### config.mk
export PLATFORM = sky130hd
export DESIGN_NAME = dht_sample_manager_flat
export DESIGN_NICKNAME = d
export VERILOG_FILES = /design/src/rtl/dht_sample_manager_if.sv /design/src/rtl/dht_sample_manager.sv /design/src/flat_wrapper.sv
export SDC_FILE = /design/constraint.sdc
export NUM_CORES = 1
export LEC_CHECK = 0
export CAP_MARGIN = 10
export CORE_MARGIN = 2
export CORE_UTILIZATION = 50
export DETAILED_ROUTE_END_ITERATION = 10
export PLACE_DENSITY = 0.72
export SYNTH_ARGS = -nofsm -noshare
export SYNTH_HDL_FRONTEND = slang
export SYNTH_SLANG_ARGS = --single-unit
### constraint.sdc
create_clock -name CLK -period 10.1 [get_ports CLK]
set_input_delay 1.01 -clock CLK [delete_from_list [all_inputs] [get_ports CLK]]
set_output_delay 1.01 -clock CLK [all_outputs]
set_load 0.1 [all_outputs]
### src/rtl/dht_sample_manager_if.sv
// Reader-side handshake and published sample bus of the DHT11 sample manager.
// master = the manager, slave = reader/display environment.
interface dht_sample_manager_if;
  logic        EN;
  logic        RDR_START;
  logic        RDR_DONE;
  logic [39:0] RDR_FRAME;
  logic [7:0]  HUM_INT;
  logic [7:0]  HUM_FRAC;
  logic [7:0]  TEMP_INT;
  logic [7:0]  TEMP_FRAC;
  logic        DATA_VALID;
  logic        NEW_SAMPLE;
  logic        CRC_ERR;
  logic        SENSOR_FAIL;
  logic [7:0]  ERR_CNT;

  modport master (
    input  EN, RDR_DONE, RDR_FRAME,
    output RDR_START, HUM_INT, HUM_FRAC, TEMP_INT, TEMP_FRAC,
           DATA_VALID, NEW_SAMPLE, CRC_ERR, SENSOR_FAIL, ERR_CNT
  );

  modport slave (
    output EN, RDR_DONE, RDR_FRAME,
    input  RDR_START, HUM_INT, HUM_FRAC, TEMP_INT, TEMP_FRAC,
           DATA_VALID, NEW_SAMPLE, CRC_ERR, SENSOR_FAIL, ERR_CNT
  );
endinterface

### src/rtl/dht_sample_manager.sv
// Periodic DHT11 read scheduler: captures the reader frame, checks the byte-sum
// checksum, publishes last-good bytes and retries / flags sensor failure.
module dht_sample_manager #(
  parameter int PERIOD_CYC    = 200_000_000,
  parameter int TIMEOUT_CYC   = 10_000_000,
  parameter int RETRY_GAP_CYC = 100_000_000,
  parameter int MAX_RETRY     = 3
) (
  input  logic CLK,
  input  logic RST,
  dht_sample_manager_if.master bus
);
  localparam int CNT_MAX = (PERIOD_CYC > TIMEOUT_CYC) ?
                           ((PERIOD_CYC > RETRY_GAP_CYC) ? PERIOD_CYC : RETRY_GAP_CYC) :
                           ((TIMEOUT_CYC > RETRY_GAP_CYC) ? TIMEOUT_CYC : RETRY_GAP_CYC);
  localparam int CNT_W = (CNT_MAX > 1) ? $clog2(CNT_MAX) : 1;
  localparam int RTY_W = (MAX_RETRY > 0) ? $clog2(MAX_RETRY + 1) : 1;

  typedef enum logic [2:0] {IDLE, WAIT_PERIOD, START, WAIT_DONE, CHECK, RETRY_GAP} state_t;

  state_t           state;
  logic [CNT_W-1:0] cnt;
  logic [RTY_W-1:0] retry_cnt;
  logic [39:0]      frame_q;
  logic [7:0]       sum;
  logic             sum_ok, timeout, fail;

  always_comb begin
    sum     = frame_q[39:32] + frame_q[31:24] + frame_q[23:16] + frame_q[15:8];
    sum_ok  = (sum == frame_q[7:0]);
    // a DONE on the last timeout cycle still counts as a response
    timeout = (state == WAIT_DONE) && !bus.RDR_DONE && (cnt == CNT_W'(TIMEOUT_CYC - 1));
    fail    = timeout || ((state == CHECK) && !sum_ok);
  end

  always_ff @(posedge CLK) begin
    if (RST) begin
      state           <= IDLE;
      cnt             <= '0;
      retry_cnt       <= '0;
      frame_q         <= '0;
      bus.RDR_START   <= 1'b0;
      bus.HUM_INT     <= '0;
      bus.HUM_FRAC    <= '0;
      bus.TEMP_INT    <= '0;
      bus.TEMP_FRAC   <= '0;
      bus.DATA_VALID  <= 1'b0;
      bus.NEW_SAMPLE  <= 1'b0;
      bus.CRC_ERR     <= 1'b0;
      bus.SENSOR_FAIL <= 1'b0;
      bus.ERR_CNT     <= '0;
    end else begin
      bus.RDR_START  <= 1'b0;
      bus.NEW_SAMPLE <= 1'b0;
      bus.CRC_ERR    <= 1'b0;
      if (!bus.EN) begin
        // published bytes, flags and ERR_CNT deliberately hold across disable
        state     <= IDLE;
        cnt       <= '0;
        retry_cnt <= '0;
      end else begin
        case (state)
          IDLE: begin
            cnt   <= '0;
            state <= WAIT_PERIOD;
          end
          WAIT_PERIOD: begin
            if (cnt == CNT_W'(PERIOD_CYC - 1)) begin
              cnt           <= '0;
              state         <= START;
              bus.RDR_START <= 1'b1;
            end else begin
              cnt <= cnt + 1'b1;
            end
          end
          START: begin
            cnt   <= '0;
            state <= WAIT_DONE;
          end
          WAIT_DONE: begin
            if (bus.RDR_DONE) begin
              frame_q <= bus.RDR_FRAME;
              state   <= CHECK;
            end else if (!timeout) begin
              cnt <= cnt + 1'b1;
            end
          end
          CHECK: begin
            if (sum_ok) begin
              bus.HUM_INT     <= frame_q[39:32];
              bus.HUM_FRAC    <= frame_q[31:24];
              bus.TEMP_INT    <= frame_q[23:16];
              bus.TEMP_FRAC   <= frame_q[15:8];
              bus.DATA_VALID  <= 1'b1;
              bus.NEW_SAMPLE  <= 1'b1;
              bus.SENSOR_FAIL <= 1'b0;
              retry_cnt       <= '0;
              cnt             <= '0;
              state           <= WAIT_PERIOD;
            end else begin
              bus.CRC_ERR <= 1'b1;
            end
          end
          RETRY_GAP: begin
            if (cnt == CNT_W'(RETRY_GAP_CYC - 1)) begin
              cnt           <= '0;
              state         <= START;
              bus.RDR_START <= 1'b1;
            end else begin
              cnt <= cnt + 1'b1;
            end
          end
          default: state <= IDLE;
        endcase

        if (fail) begin
          if (bus.ERR_CNT != 8'hFF) bus.ERR_CNT <= bus.ERR_CNT + 1'b1;
          cnt <= '0;
          if (retry_cnt < RTY_W'(MAX_RETRY)) begin
            retry_cnt <= retry_cnt + 1'b1;
            state     <= RETRY_GAP;
          end else begin
            bus.SENSOR_FAIL <= 1'b1;
            bus.DATA_VALID  <= 1'b0;
            retry_cnt       <= '0;
            state           <= WAIT_PERIOD;
          end
        end
      end
    end
  end
endmodule
### src/flat_wrapper.sv
// flat-port wrapper written by rule: the top's interface ports become plain ports
module dht_sample_manager_flat 
#(
  parameter int PERIOD_CYC    = 200_000_000,
  parameter int TIMEOUT_CYC   = 10_000_000,
  parameter int RETRY_GAP_CYC = 100_000_000,
  parameter int MAX_RETRY     = 3
)
  (CLK, RST, bus_EN, bus_RDR_DONE, bus_RDR_FRAME, bus_RDR_START, bus_HUM_INT, bus_HUM_FRAC, bus_TEMP_INT, bus_TEMP_FRAC, bus_DATA_VALID, bus_NEW_SAMPLE, bus_CRC_ERR, bus_SENSOR_FAIL, bus_ERR_CNT);
  dht_sample_manager_if bus_i ();
  input  logic CLK;
  input  logic RST;
  input wire logic [$bits(bus_i.EN)-1:0] bus_EN;
  input wire logic [$bits(bus_i.RDR_DONE)-1:0] bus_RDR_DONE;
  input wire logic [$bits(bus_i.RDR_FRAME)-1:0] bus_RDR_FRAME;
  output wire logic [$bits(bus_i.RDR_START)-1:0] bus_RDR_START;
  output wire logic [$bits(bus_i.HUM_INT)-1:0] bus_HUM_INT;
  output wire logic [$bits(bus_i.HUM_FRAC)-1:0] bus_HUM_FRAC;
  output wire logic [$bits(bus_i.TEMP_INT)-1:0] bus_TEMP_INT;
  output wire logic [$bits(bus_i.TEMP_FRAC)-1:0] bus_TEMP_FRAC;
  output wire logic [$bits(bus_i.DATA_VALID)-1:0] bus_DATA_VALID;
  output wire logic [$bits(bus_i.NEW_SAMPLE)-1:0] bus_NEW_SAMPLE;
  output wire logic [$bits(bus_i.CRC_ERR)-1:0] bus_CRC_ERR;
  output wire logic [$bits(bus_i.SENSOR_FAIL)-1:0] bus_SENSOR_FAIL;
  output wire logic [$bits(bus_i.ERR_CNT)-1:0] bus_ERR_CNT;
  assign bus_i.EN = bus_EN;
  assign bus_i.RDR_DONE = bus_RDR_DONE;
  assign bus_i.RDR_FRAME = bus_RDR_FRAME;
  assign bus_RDR_START = bus_i.RDR_START;
  assign bus_HUM_INT = bus_i.HUM_INT;
  assign bus_HUM_FRAC = bus_i.HUM_FRAC;
  assign bus_TEMP_INT = bus_i.TEMP_INT;
  assign bus_TEMP_FRAC = bus_i.TEMP_FRAC;
  assign bus_DATA_VALID = bus_i.DATA_VALID;
  assign bus_NEW_SAMPLE = bus_i.NEW_SAMPLE;
  assign bus_CRC_ERR = bus_i.CRC_ERR;
  assign bus_SENSOR_FAIL = bus_i.SENSOR_FAIL;
  assign bus_ERR_CNT = bus_i.ERR_CNT;
  dht_sample_manager #(.PERIOD_CYC(PERIOD_CYC), .TIMEOUT_CYC(TIMEOUT_CYC), .RETRY_GAP_CYC(RETRY_GAP_CYC), .MAX_RETRY(MAX_RETRY)) u_core (.CLK(CLK), .RST(RST), .bus(bus_i));
endmodule
==> run_results.csv, run 1 <==
group,metric,value,unit
outcome,outcome,"finished, final reports clean",
floorplan,ios,89,
logic_synthesis,synth_top_area_share,42.8,%
sta,report.final.slew_viol_count,0,
finish,areaGrowthSynthToFinish,28.9,%
power_and_ir_drop,switching_power,222,uW
logic_synthesis,syn_area_per_cell,8.33,um^2
clock_network,cts_root_buf,"clkbuf_8",
setup_path,r2r_slack,5.29,ns
finish,finalNonFillerCells,887,
setup_path,crit_slowest_cell,"o31ai_4",
logic_synthesis,async_reset_ff_share,0,%
sta,worst_pin_slew,1.01,ns
setup_path,critPathMaxFanout,20,
logic_synthesis,synth_edf_count,0,
setup_path,cp_cell_sequence,"fa_1 > inv_1 > fa_1 > inv_1 > ha_1 > fa_1 > xnor2_1 > xnor2_1 > nor4_1 > nand3_1 > o31ai_4 > nand2_2 > a211o_1 > o21ba_1",
global_route,use_met1,32.8,%
setup_path,critPathArrivalTime,5.28,ns
detailed_routing,firstDrtPassIters,5,
detailed_routing,routed_wl,13800,um
floorplan,start_util,51.1,%
power_and_ir_drop,leakagePower,0.00260,uW
floorplan,die_w,109,um
placement,gp_congestion,0.953,
global_route,grt_pass1_vias,4513,
logic_synthesis,synthXorXnorAreaFrac,7.03,%
clock_network,post-cts-setup-buffer-count,0,
logic_synthesis,synth_top_family_by_area,"simple AND/OR/NAND/NOR gates",
clock_network,cts_buffer_depth,2,
clock_network,hold_buffers,0,
global_route,track_usage,24.4,%
finish,final_core_util,65.9,%
clock_network,cts_tree,"built",
detailed_routing,wl_per_cell,15.5,um
setup_path,worstSetupStartpointType,"flop",
sta,fin_crit,4.81,ns
detailed_routing,drt_iter0_drc,346,
setup_path,worst_path_most_repeated_cell,"fa_1",
run,cap_violations,0,
setup_path,cp-end-kind,"flop",
power_and_ir_drop,power_density,160,mW/mm^2
hold_path,hp-class,"flop to flop",
detailed_routing,post-route-drc-count,0,
logic_synthesis,synthSimpleGateAreaFrac,24.4,%
floorplan,num_rows,38,
logic_synthesis,ys.flop_type,"dfxtp_1",
finish,drive_gt1_share,6.29,%
setup_path,path_class,"flop to flop",
power_and_ir_drop,peakVddDrop,0.124,mV
hold_path,min_path_cells,2,
global_route,grt_start_max_net_pins,87,
placement,dp_hpwl,9480,um
clock_network,htree_levels,4,
placement,port_buffers,88,
setup_path,slowest_delay,0.71,ns
power_and_ir_drop,p_int,919,uW
clock_network,cts.sinks,118,
floorplan,coreArea,0.0108,mm^2
power_and_ir_drop,p_sw_share,19.4,%
clock_network,clk_pin_slew,0.06,ns
setup_path,reg2reg_depth,14,
logic_synthesis,ys_ff_latch,118,
finish,nets,802,
logic_synthesis,synth-compound-area-share,13.1,%
sta,rsz0062_at_grt,"false",
global_route,top_usage_layer,"met2",
clock_network,cts_made_buffers,17,
floorplan,die_area,0.0119,mm^2
finish,diodes,0,
global_route,grt_use_met2,35.7,%
global_route,grt.overflow.total,0,
power_and_ir_drop,seq_power_share,40.9,%
detailed_routing,via_count,4858,
clock_network,clk-insertion-delay-late,0.53,ns
power_and_ir_drop,pwr-share-comb,2.6,%
detailed_routing,ant_nets,0,
logic_synthesis,ys_warn_count,0,
logic_synthesis,ys_types,55,
logic_synthesis,synthTopCellsByArea,"dfxtp_1 (43%), nand2_1 (11%), a21oi_1 (8.1%)",
logic_synthesis,yosysSeqAreaShare,42.8,%
detailed_routing,vias_per_cell,5.48,
sta,fin_tns_setup,0,ns
sta,hold_viol,0,
logic_synthesis,yosysTopAreaCell,"dfxtp_1",
power_and_ir_drop,p_clk_share,56.5,%
global_route,antenna_found_initial,0,
sta,setup_viol,0,
sta,fin_crit_sh,47.6,%
placement,placedCellCount,854,
logic_synthesis,synthAdderAreaFrac,7.35,%
logic_synthesis,synthMuxAreaShare,1.16,%
logic_synthesis,syn_inst,662,
global_route,grt_pass1_wl,22200,um
sta,fmax,208,MHz
logic_synthesis,synthesis.area,0.00552,mm^2
floorplan,die_y,109,um
logic_synthesis,synth_nets,730,
sta,skew,0.0194,ns
sta,slew_headroom,32.4,%
setup_path,crit_required,10.57,ns
clock_network,cts_resized,0,
global_route,grt.met3_usage,8.85,%
-- path summary, 6_finish.rpt --
path | from | to
worst min register to register | u_core.bus.TEMP_FRAC[3] | u_core.bus.TEMP_FRAC[3]
worst max-delay path | u_core.frame_q[9] | u_core.cnt[22]
worst max register to register | u_core.frame_q[9] | u_core.cnt[22]
worst min-delay path | u_core.bus.TEMP_FRAC[3] | u_core.bus.TEMP_FRAC[3]
-- Yosys cell counts (all sizes together), types with 4 or more instances --
cell and count:
nand3b 4, nand4 14, clkbuf 27, xor2 22
buf 13, xnor2 18, nand3 17, nor2b 6
fa 14, nor4 6, nand2 163, and3 15
o21ai 11, ha 10, dfxtp 118, nor2 42
inv 16, nor3 4, a21oi 89
-- placed cells by master (no fill, tap or decap), types with 4 or more instances in the layout --
master / Yosys / routed
nand2_1: 162 / 162
dfxtp_1: 118 / 118
a21oi_1: 89 / 89
clkdlybuf4s50_1: 0 / 87
nor2_1: 42 / 42
xor2_1: 22 / 22
nand3_1: 17 / 17
inv_1: 16 / 16
clkbuf_16: 0 / 16
and3_1: 15 / 15
nand4_1: 14 / 14
fa_1: 14 / 14
xnor2_1: 13 / 13
o21ai_0: 11 / 11
ha_1: 10 / 10
nor4_1: 6 / 6
nor2b_1: 6 / 6
xnor2_2: 5 / 5
clkinv_2: 0 / 5
bufinv_16: 0 / 5
nand3b_1: 4 / 4
-- power groups by stage --
stage	registers (uW)	logic, uW	clock network (uW)
floorplan	476	10.3	0
global placement	477	29.6	0
detailed placement	477	29.6	0
CTS	467	30.0	651
global route	466	31.9	678
finish	467	29.9	644
-- flip-flops by register name (all words and copies together), names as in the netlist, 3 cells and up --
name,cells
u_core.bus.ERR_CNT,8
u_core.cnt,28
u_core.frame_q,40
u_core.bus.HUM_FRAC,8
u_core.state,3
u_core.bus.HUM_INT,8
u_core.bus.TEMP_FRAC,8
u_core.bus.TEMP_INT,8
-- per-stage QoR --
stage,power (uW),hold slack (ns),setup WS (ns),instance area (um^2)
floorplan,487,0.444,6.16,5520
global route,1180,0.467,4.98,7110
CTS,1150,0.453,5.32,7090
global placement,506,0.437,5.40,6430
detailed placement,506,0.446,5.33,6460
finish,1140,0.452,5.29,7110
-- cell families after synthesis --
logic type | after synthesis
xor+xnor | 40
fa+ha+maj | 24
buf+inv | 56
flops | 118
compound gates | 123
mux | 6
simple gates | 295
-- cell type report --
type / count / area [um^2]
inverters: 16 / 60.1
repair buffers: 93 / 953
multi-input cells: 488 / 2930
fillers: 869 / 3680
well taps: 140 / 175
clock buffers: 22 / 453
flip-flops and latches: 118 / 2360
clock inverters: 10 / 175
-- layer usage --
metal | wire length [um] | part of all wire, %
met5 | 0 | 0
met4 | 131 | 0.95
met3 | 1060 | 7.7
met2 | 6240 | 45
met1 | 6330 | 46
-- critical path: cells and delay by family, from the launching register on --
family / cells / cell delay [ns]
compound gates: 3 / 1.54
xor+xnor: 2 / 0.32
fa+ha+maj: 4 / 1.67
buf+inv: 2 / 0.09
flops: 1 / 0.34
simple gates: 3 / 0.78
No activity file was read; power rests on OpenSTA's default activity.
==> inputs of run 2 (changes only) <==
--- a/config.mk
+++ b/config.mk
@@ -7,9 +7,9 @@
 export LEC_CHECK = 0
 export CAP_MARGIN = 10
 export CORE_MARGIN = 2
-export CORE_UTILIZATION = 50
+export CORE_UTILIZATION = 48
 export DETAILED_ROUTE_END_ITERATION = 10
-export PLACE_DENSITY = 0.72
+export PLACE_DENSITY = 0.73
 export SYNTH_ARGS = -nofsm -noshare
 export SYNTH_HDL_FRONTEND = slang
 export SYNTH_SLANG_ARGS = --single-unit
==> constraint.sdc (replaced) <==
create_clock -name CLK -period 3.93 [get_ports CLK]
set_input_delay 0.393 -clock CLK [delete_from_list [all_inputs] [get_ports CLK]]
set_output_delay 0.393 -clock CLK [all_outputs]
set_load 0.1 [all_outputs]
==> run 2 against run 1 <==
Against the previous run:
- the flow now finishes with violations (negative setup slack)
- wire length increased by 14%
- sequential power grew to 2.6 times the previous value
- clock skew is 0.013 ns lower
- worst hold slack lost 0.0013 ns
- sequential share of layout area is 2.0 points lower
==> run_results.csv, run 2 (synthesis gave the netlist of run 1 again) <==
group,metric,value,unit
finish,fill_cells,904,
detailed_routing,vias_per_cell,5.57,
clock_network,cts.sinks,118,
detailed_routing,post-route-drc-count,0,
finish,diodes,0,
outcome,outcome,"complete, but fails checks",
global_route,grt_start_max_net_pins,86,
placement,port_buffers,88,
detailed_routing,wl_per_cell,17.0,um
power_and_ir_drop,peakVddDrop,0.350,mV
power_and_ir_drop,leakagePower,0.00280,uW
power_and_ir_drop,p_int,2300,uW
detailed_routing,via_count,5127,
floorplan,die_w,111,um
clock_network,hold_buffers,0,
sta,slew_headroom,32.1,%
power_and_ir_drop,pwr-share-comb,2.9,%
setup_path,crit_required,4.25,ns
sta,timing.hold.ws,0.450,ns
sta,fin_ws,-0.0196,ns
sta,fin_crit,3.95,ns
floorplan,ios,89,
finish,final_common_cell,"nand2_1",
detailed_routing,drt_iter0_drc,423,
floorplan,start_util,48.7,%
power_and_ir_drop,p_clk_share,55.4,%
finish,reg_top3,"u_core.frame_q: 40 flops, u_core.cnt: 28 flops",
detailed_routing,wl_met1,6700,um
global_route,grt.overflow.total,0,
power_and_ir_drop,switching_power,578,uW
floorplan,coreArea,0.0113,mm^2
clock_network,cts_buffer_depth,2,
sta,rsz0062_at_grt,"true",
floorplan,die_y,111,um
detailed_routing,wl_met2,7930,um
detailed_routing,wl_met3,836,um
finish,multi_input_area,0.00310,mm^2
setup_path,crit_slowest_cell,"fa_1",
finish,nets,835,
setup_path,worstSetupStartpointType,"flop",
clock_network,cts_made_buffers,17,
clock_network,clk_pin_slew,0.05,ns
setup_path,critPathMaxFanout,5,
detailed_routing,routed.top_layer,"met4",
run,cap_violations,0,
power_and_ir_drop,p_sw_share,20.1,%
finish,max_flop_register,"u_core.frame_q",
clock_network,cts_tree,"built",
clock_network,clk-insertion-delay-late,0.41,ns
sta,setup_viol,3,
floorplan,die_area,0.0124,mm^2
global_route,track_usage,24.7,%
placement,gp_congestion,0.981,
clock_network,cts_root_buf,"clkbuf_16",
sta,fmax,253,MHz
setup_path,slowest_delay,0.54,ns
sta,skew,0.00647,ns
finish,areaGrowthSynthToFinish,37.2,%
setup_path,path_class,"flop to flop",
sta,worst_pin_slew,1.02,ns
power_and_ir_drop,seq_power_share,41.7,%
outcome,failed_checks,"negative setup slack",
clock_network,htree_levels,4,
placement,place_ws,-0.159,ns
detailed_routing,routed_wl,15700,um
hold_path,hp-class,"flop to flop",
detailed_routing,firstDrtPassIters,5,
setup_path,critPathArrivalTime,4.26,ns
finish,final_cell_mix,"nand2_1 (161), dfxtp_1 (116), clkdlybuf4s50_1 (87)",
global_route,antenna_found_initial,0,
floorplan,num_rows,39,
finish,drive_gt1_share,14.4,%
power_and_ir_drop,power_density,379,mW/mm^2
detailed_routing,ant_nets,0,
setup_path,cp_cell_sequence,"fa_1 > inv_2 > fa_1 > inv_1 > ha_2 > fa_2 > a21o_1 > a21oi_2 > buf_4 > xnor2_2 > nand3_2 > or2_1 > buf_6 > nor3_4 > buf_6 > buf_12 > nor2_2 > a311oi_1",
sta,hold_viol,0,
placement,dp_hpwl,10100,um
global_route,grt_pass1_vias,5001,
finish,largest_reg_flops,40,
global_route,grt_pass1_wl,24800,um
sta,fin_crit_sh,100,%
finish,seqCellArea,0.00236,mm^2
sta,report.final.slew_viol_count,0,
setup_path,cp-end-kind,"flop",
-- run 2: changes by cell type in the layout (fill, tap and decap cells not counted), moves of 3 or more --
cell       delta
clkbuf_16     +3
nor2_2        +5
a21oi_2       +4
buf_4        +18
clkbuf_1      -3
nor2_1        -6
buf_6        +12
a21oi_1       -4
-- run 2: power groups by stage --
stage               Sequential [uW]  Clock [uW]  Combinational [uW]
floorplan                      1220           0                26.4
global placement               1220           0                76.2
detailed placement             1220           0                77.1
CTS                            1200        1600                79.3
global route                   1200        1660                88.3
finish                         1200        1590                82.9
-- run 2: repair_timing --
action,CTS,global route
gates cloned,1,4
resized for setup,13,42
setup endpoints to repair,70,73
setup buffers,3,5
pin swaps,7,23
-- run 2: cell type report --
class	count	share of cell area, %
clock buffers	21	6.35
clock inverters	9	1.65
inverters	16	0.793
multi-input cells	488	41.0
flip-flops and latches	118	31.2
well taps	143	2.36
repair buffers	126	16.7
-- run 2: worst paths after layout --
path                         startpoint                    end  slack (ns)  depth (start not counted)
hold reg to reg   u_core.bus.HUM_INT[7]  u_core.bus.HUM_INT[7]        0.45                          2
setup reg to reg     u_core.frame_q[25]  u_core.bus.DATA_VALID       -0.02                         18
hold / removal    u_core.bus.HUM_INT[7]  u_core.bus.HUM_INT[7]        0.45                          2
setup / recovery     u_core.frame_q[25]  u_core.bus.DATA_VALID       -0.02                         18
-- run 2: critical path, delay by kind of cell, from the launching register on --
kind / cells / cell delay, ns
adder cells (fa/ha/maj): 4 / 1.58
AND/OR/NAND/NOR: 4 / 0.61
AO/OA/AOI/OAI: 3 / 0.57
XOR/XNOR: 1 / 0.10
flip-flops: 1 / 0.33
buffers and inverters: 6 / 0.65
-- run 2: per-stage QoR --
step / total power, uW / TNS, ns / instance area, um^2 / util (%) / std cells
floorplan: 1250 / 0 / 5530 / - / 662
global placement: 1300 / -0.826 / 6610 / 58.4 / 878
detailed placement: 1300 / -4.98 / 6610 / 58.4 / 878
CTS: 2880 / -0.000907 / 7300 / 64.5 / 912
global route: 2950 / -7.61 / 7570 / 66.9 / 921
finish: 2870 / -0.0282 / 7570 / 66.9 / 921
-- run 2: metal layers --
| metal | vias up | GRT usage, % |
|---|---|---|
| met5 | - | 0 |
| met4 | 0 | 7.90 |
| met3 | 21 | 5.96 |
| met2 | 167 | 41.5 |
| met1 | 2501 | 31.4 |
| li1 | 2438 | - |
